--- config.mk ---
export PLATFORM = sky130hd
export DESIGN_NAME = icc_branch_unit
export DESIGN_NICKNAME = d
export VERILOG_FILES = /design/src/rtl/icc_branch_unit_pkg.sv /design/src/rtl/icc_cond_eval.sv /design/src/rtl/icc_branch_unit.sv
export SDC_FILE = /design/constraint.sdc
export NUM_CORES = 1
export LEC_CHECK = 0
export CAP_MARGIN = 0
export CORE_AREA = 2 2 39 41
export CTS_CLUSTER_DIAMETER = 100
export DETAILED_ROUTE_END_ITERATION = 16
export DIE_AREA = 0 0 41 43
export DONT_BUFFER_PORTS = 1
export PLACE_DENSITY = 0.69
export SLEW_MARGIN = 20
export SYNTH_ARGS = -nofsm -noshare
export SYNTH_HDL_FRONTEND = slang
export SYNTH_SLANG_ARGS = --single-unit
export TNS_END_PERCENT = 100
--- constraint.sdc ---
create_clock -name clk_i -period 5.7 [get_ports clk_i]
set_input_delay 1.14 -clock clk_i [delete_from_list [all_inputs] [get_ports clk_i]]
set_output_delay 1.14 -clock clk_i [all_outputs]
set_load 0.02 [all_outputs]
--- src/rtl/icc_branch_unit_pkg.sv ---
// Shared types for the integer condition-code / Bicc branch unit: flag struct,
// SPARC condition encodings, branch FSM states and the delay-slot squash rule.
package icc_pkg;

    typedef struct packed {
        logic n;
        logic z;
        logic c;
        logic v;
    } icc_t;

    localparam int OPC_S_BIT = 4;
    localparam int OPC_X_BIT = 3;

    localparam logic [3:0] COND_BN   = 4'b0000;
    localparam logic [3:0] COND_BE   = 4'b0001;
    localparam logic [3:0] COND_BLE  = 4'b0010;
    localparam logic [3:0] COND_BL   = 4'b0011;
    localparam logic [3:0] COND_BLEU = 4'b0100;
    localparam logic [3:0] COND_BCS  = 4'b0101;
    localparam logic [3:0] COND_BNEG = 4'b0110;
    localparam logic [3:0] COND_BVS  = 4'b0111;
    localparam logic [3:0] COND_BA   = 4'b1000;
    localparam logic [3:0] COND_BNE  = 4'b1001;
    localparam logic [3:0] COND_BG   = 4'b1010;
    localparam logic [3:0] COND_BGE  = 4'b1011;
    localparam logic [3:0] COND_BGU  = 4'b1100;
    localparam logic [3:0] COND_BCC  = 4'b1101;
    localparam logic [3:0] COND_BPOS = 4'b1110;
    localparam logic [3:0] COND_BVC  = 4'b1111;

    typedef enum logic [1:0] {
        IDLE,
        RESOLVE,
        SLOT
    } state_e;

    // Annulled branches kill their slot when not taken; BA,a kills it even though taken.
    function automatic logic slot_squash(input logic annul, input logic taken,
                                         input logic [3:0] cond);
        return annul && (!taken || (cond == COND_BA));
    endfunction

endpackage

--- src/rtl/icc_cond_eval.sv ---
// Combinational SPARC Bicc condition evaluator; the upper cond bit inverts the
// base test, which is how codes 1001-1111 complement 0001-0111 and BA complements BN.
module icc_cond_eval
    import icc_pkg::*;
(
    input  icc_t       icc_i,
    input  logic [3:0] cond_i,
    output logic       taken_o
);

    logic base;

    always_comb begin
        base = 1'b0;
        case (cond_i[2:0])
            3'b000: base = 1'b0;
            3'b001: base = icc_i.z;
            3'b010: base = icc_i.z | (icc_i.n ^ icc_i.v);
            3'b011: base = icc_i.n ^ icc_i.v;
            3'b100: base = icc_i.c | icc_i.z;
            3'b101: base = icc_i.c;
            3'b110: base = icc_i.n;
            3'b111: base = icc_i.v;
            default: base = 1'b0;
        endcase
        taken_o = base ^ cond_i[3];
    end

endmodule

--- src/rtl/icc_branch_unit.sv ---
// Integer condition-code register plus Bicc resolve / delay-slot annul FSM.
// Define ICC_BYPASS_EN to forward same-cycle ALU flags into the branch snapshot.
module icc_branch_unit
    import icc_pkg::*;
#(
    parameter logic [3:0] ICC_RESET = 4'b0000,
    parameter int         COND_W    = 4
) (
    input  logic              clk_i,
    input  logic              rst_i,
    input  logic              alu_valid_i,
    input  logic [5:0]        alu_opcode_i,
    input  logic              alu_n_i,
    input  logic              alu_z_i,
    input  logic              alu_c_i,
    input  logic              alu_v_i,
    output logic              alu_carry_o,
    output logic [3:0]        icc_o,
    input  logic              br_valid_i,
    input  logic [COND_W-1:0] br_cond_i,
    input  logic              br_annul_i,
    output logic              br_ready_o,
    output logic              br_resp_valid_o,
    output logic              br_taken_o,
    input  logic              slot_valid_i,
    output logic              slot_annul_o
);

    state_e            state_q, state_d;
    icc_t              icc_q, icc_d;
    icc_t              snap_icc_q, snap_icc_d;
    logic [COND_W-1:0] snap_cond_q, snap_cond_d;
    logic              snap_annul_q, snap_annul_d;

    icc_t alu_flags;
    logic alu_sets_cc;
    logic snap_taken;
    logic squash;
    logic slot_killed;
    logic unused_opcode_bits;

    assign alu_flags   = '{n: alu_n_i, z: alu_z_i, c: alu_c_i, v: alu_v_i};
    assign alu_sets_cc = alu_valid_i && alu_opcode_i[OPC_S_BIT];

    // The use-carry bit only matters inside the ALU; carry-in is always icc.C.
    assign unused_opcode_bits = ^{alu_opcode_i[5], alu_opcode_i[OPC_X_BIT],
                                  alu_opcode_i[2:0]};

    icc_cond_eval u_cond_eval (
        .icc_i   (snap_icc_q),
        .cond_i  (snap_cond_q),
        .taken_o (snap_taken)
    );

    assign squash      = slot_squash(snap_annul_q, snap_taken, snap_cond_q);
    assign slot_killed = (state_q == SLOT) && slot_valid_i && squash;

    always_comb begin
        state_d      = state_q;
        icc_d        = icc_q;
        snap_icc_d   = snap_icc_q;
        snap_cond_d  = snap_cond_q;
        snap_annul_d = snap_annul_q;

        case (state_q)
            IDLE: begin
                if (br_valid_i) begin
                    state_d      = RESOLVE;
                    snap_cond_d  = br_cond_i;
                    snap_annul_d = br_annul_i;
`ifdef ICC_BYPASS_EN
                    snap_icc_d   = alu_sets_cc ? alu_flags : icc_q;
`else
                    snap_icc_d   = icc_q;
`endif
                end
            end
            RESOLVE: state_d = SLOT;
            SLOT: begin
                if (slot_valid_i) begin
                    state_d = IDLE;
                end
            end
            default: state_d = IDLE;
        endcase

        // A squashed delay-slot instruction must not leave its flags behind.
        if (alu_sets_cc && !slot_killed) begin
            icc_d = alu_flags;
        end
    end

    always_ff @(posedge clk_i) begin
        if (rst_i) begin
            state_q      <= IDLE;
            icc_q        <= icc_t'(ICC_RESET);
            snap_icc_q   <= icc_t'(ICC_RESET);
            snap_cond_q  <= COND_BN;
            snap_annul_q <= 1'b0;
        end else begin
            state_q      <= state_d;
            icc_q        <= icc_d;
            snap_icc_q   <= snap_icc_d;
            snap_cond_q  <= snap_cond_d;
            snap_annul_q <= snap_annul_d;
        end
    end

    // Responses are gated by rst so a reset cycle never emits a stale outcome.
    assign br_ready_o      = (state_q == IDLE);
    assign br_resp_valid_o = (state_q == RESOLVE) && !rst_i;
    assign br_taken_o      = (state_q == RESOLVE) && !rst_i && snap_taken;
    assign slot_annul_o    = (state_q == SLOT) && !rst_i && squash;

    assign alu_carry_o = icc_q.c;
    assign icc_o       = icc_q;

endmodule

==> results.ini <==
[run]
drv_cap=0

[global_route]
global_route_wire_length_before_repair_mm=1.97
grt_overflow=0
overall_fraction_of_global_route_tracks_in_use=0.169
number_of_global_route_vias_before_repair=517
grt_antenna_before_repair=0
grt_max_degree=23

[worst_setup_path]
path_max_fanout=7
worstSetupPathType=reg2out
timing.critical_path.arrival_ns=1.91
reg2reg_depth=6
endpoint_of_the_worst_register_to_register_path=icc_o[0]
crit_path_end_kind=output pin
r2r_setup_slack_ns=3.73
crit_path_start_kind=flip-flop
worstPathRequired_ns=4.56
r2r_start=snap_cond_q[2]

[power_and_ir_drop]
total_power_uw=200
p_seq_frac=0.589
ir_drop_v=0.000113
sw_frac=0.265
power.share.combinational=0.114
static-leakage-power_nw=0.260
intPower_uw=147
power_frac_clock=0.296
p_sw_uw=53.0
power_density_of_the_placed_cells_nw_per_um2=273

[cells_and_area]
finalNetCount=104
layout-area-overhead-vs-synth_pct=2.27
inserted_diodes=0
drive_above_1_share=0.0843

[clock_network]
cts.repair_timing.setup_buffer_count=0
cts-resized-gates=0
cts-htree-levels=1
clkLatencyLatePin_ns=0.28
cts_root_buffer=sky130_fd_sc_hd__clkbuf_4
clock_transition_time_at_the_flip_flop_clock_pins_of_the_worst_setup_and_hold_paths_ns=0.09
cts_sinks=15
ctsHoldBuffers=0
tritoncts=yes
clock_tree.buffer_depth=2
cts-buffers-inserted=3

[yosys]
ys_async_sr_fraction=0
synth_largest_type_area_fraction=0.419
post_synth_edffs=0
synth_ff_type=sky130_fd_sc_hd__dfxtp_1
synth_commonest_cells=sky130_fd_sc_hd__nand2_1 (21), sky130_fd_sc_hd__dfxtp_1 (15), sky130_fd_sc_hd__a21oi_1 (10), sky130_fd_sc_hd__nand2b_1 (10), sky130_fd_sc_hd__mux2i_1 (5)
syn-num-nets=104
yosysUniqueCellTypes=21
synth_area_per_cell_sq_um=8.53
syn_inst=84
synthMostInstantiatedCell=sky130_fd_sc_hd__nand2_1
netlist_top_cells_area=sky130_fd_sc_hd__dfxtp_1 (42%), sky130_fd_sc_hd__nand2_1 (11%), sky130_fd_sc_hd__nand2b_1 (8.7%)
syn_warnings=0
sequential_fraction_of_the_synthesis_area=0.419
yosys.area.top_type=sky130_fd_sc_hd__dfxtp_1
mappedNetlistArea_sq_um=717
synth.ff_latch_count=15

[min_path]
min_path_type=reg2reg
holdPathStages=2
min_to=snap_icc_q[1]
hold_path_start=snap_icc_q[1]

[routing]
post_detailed_route_wirelength_per_cell_microns=12.7
detailedRoute.firstIterationViolations=6
drc=0
antenna_left=0
routed_wl_mm=1.26
route.vias.total=534
route.detailed.vias_per_inst=5.39
drt_pre_antenna_iters=4

[floorplan]
design.portCount=29
num_rows=14
die_w_microns=41
die_height_microns=43
core_area_sq_um=1380
design.die.area_sq_um=1760
initial_core_util=0.518

[sta]
max_freq_mhz=328
clock_skew_ns=0.00597
setup-tns-final_ns=0
setup_repair_after_global_routing_missed_its_margin=no
finalCriticalPeriod_ns=3.05
finalHoldWorstSlack_ns=0.458
finalCritPeriodShare=0.535
hold_viol_final=0
worstMarginPinSlew_ns=0.610
final_number_of_setup_violating_endpoints=0
timing.final.max_slew_violations=0
max-slew-margin-rel=0.590

[outcome]
run_status=finished, final reports clean

[placement]
place_congestion=0.708
dp_hpwl_microns=897
port_buffers=0

[cell type report]
class,count,area (sq um)
Fill cell,144,651
Tap cell,16,20.0
Sequential cell,15,300
Clock buffer,4,26.3
Multi-Input combinational cell,64,387
[layout by cell type (no fill, tap or decap)]
| cell | synthesis | routed |
|---|---|---|
| sky130_fd_sc_hd__mux2_4 | 1 | 1 |
| sky130_fd_sc_hd__o31ai_1 | 1 | 1 |
| sky130_fd_sc_hd__nor2b_1 | 1 | 1 |
| sky130_fd_sc_hd__nand2_1 | 21 | 21 |
| sky130_fd_sc_hd__a221o_2 | 1 | 1 |
| sky130_fd_sc_hd__mux2i_1 | 5 | 5 |
| sky130_fd_sc_hd__xor2_1 | 2 | 2 |
| sky130_fd_sc_hd__clkbuf_4 | 0 | 3 |
| sky130_fd_sc_hd__a21oi_1 | 10 | 10 |
| sky130_fd_sc_hd__o22ai_1 | 1 | 1 |
| sky130_fd_sc_hd__a41oi_4 | 1 | 1 |
| sky130_fd_sc_hd__nand2b_1 | 10 | 10 |
| sky130_fd_sc_hd__nand3_1 | 2 | 2 |
| sky130_fd_sc_hd__nor2_1 | 4 | 4 |
| sky130_fd_sc_hd__xnor2_1 | 1 | 1 |
| sky130_fd_sc_hd__o21ai_2 | 1 | 1 |
| sky130_fd_sc_hd__clkbuf_1 | 3 | 1 |
| sky130_fd_sc_hd__nor3_1 | 1 | 1 |
| sky130_fd_sc_hd__dfxtp_1 | 15 | 15 |
| sky130_fd_sc_hd__and2_1 | 1 | 1 |
[registers in the layout, indices dropped and copies added (netlist names)]
signal / cells
snap_icc_q: 4
icc_o: 3
alu_carry_o: 1
snap_annul_q: 1
state_q: 2
snap_cond_q: 4
[power groups by stage]
stage / registers (mW) / logic [mW] / clock network [mW]
global route: 0.119 / 0.0260 / 0.0655
global placement: 0.120 / 0.0225 / 0
floorplan: 0.118 / 0.0242 / 0
detailed placement: 0.120 / 0.0232 / 0
finish: 0.118 / 0.0229 / 0.0593
CTS: 0.118 / 0.0233 / 0.0610
[through the flow]
step	utilization	cell area, sq um	instances	setup WS [ns]
floorplan	-	717	84	2.75
global placement	0.511	707	95	2.90
detailed placement	0.511	707	95	2.91
CTS	0.530	733	99	2.63
global route	0.530	733	99	2.55
finish	0.530	733	99	2.65
[layer usage]
metal / up-vias / share of wire / global-route usage / wire [microns]
met5: - / 0 / 0 / 0
met1: 237 / 0.45 / 0.175 / 563
met4: 0 / 0.0072 / 0.0800 / 9
met3: 2 / 0.058 / 0.0628 / 73
met2: 15 / 0.48 / 0.281 / 609
li1: 280 / - / - / -
[critical path: stages (launching register included)]
cell,delay (ns)
sky130_fd_sc_hd__dfxtp_1,0.47
sky130_fd_sc_hd__xor2_1,0.11
sky130_fd_sc_hd__a221o_2,0.37
sky130_fd_sc_hd__o21ai_2,0.09
sky130_fd_sc_hd__mux2_4,0.21
sky130_fd_sc_hd__nand3_1,0.08
sky130_fd_sc_hd__nor2_1,0.31
[logic make-up after synthesis]
| group | Yosys count | synth area share |
|---|---|---|
| buffers and inverters | 5 | 0.0419 |
| AOI/OAI and AO/OA | 15 | 0.155 |
| DFF | 15 | 0.419 |
| and+or+nand+nor | 40 | 0.257 |
| xor gates and xnor gates | 3 | 0.0367 |
| muxes | 6 | 0.0907 |
[worst max path at each step]
stage / to / startpoint / cells after the start
2_1_floorplan: br_taken_o / rst_i / 2
6_report: slot_annul_o / snap_cond_q[2] / 6
4_1_cts: slot_annul_o / snap_cond_q[2] / 6
5_1_grt: slot_annul_o / snap_cond_q[2] / 6
3_5_place_dp: br_taken_o / rst_i / 1
3_3_place_gp: br_taken_o / rst_i / 1
(Power assumes the default switching activity.)
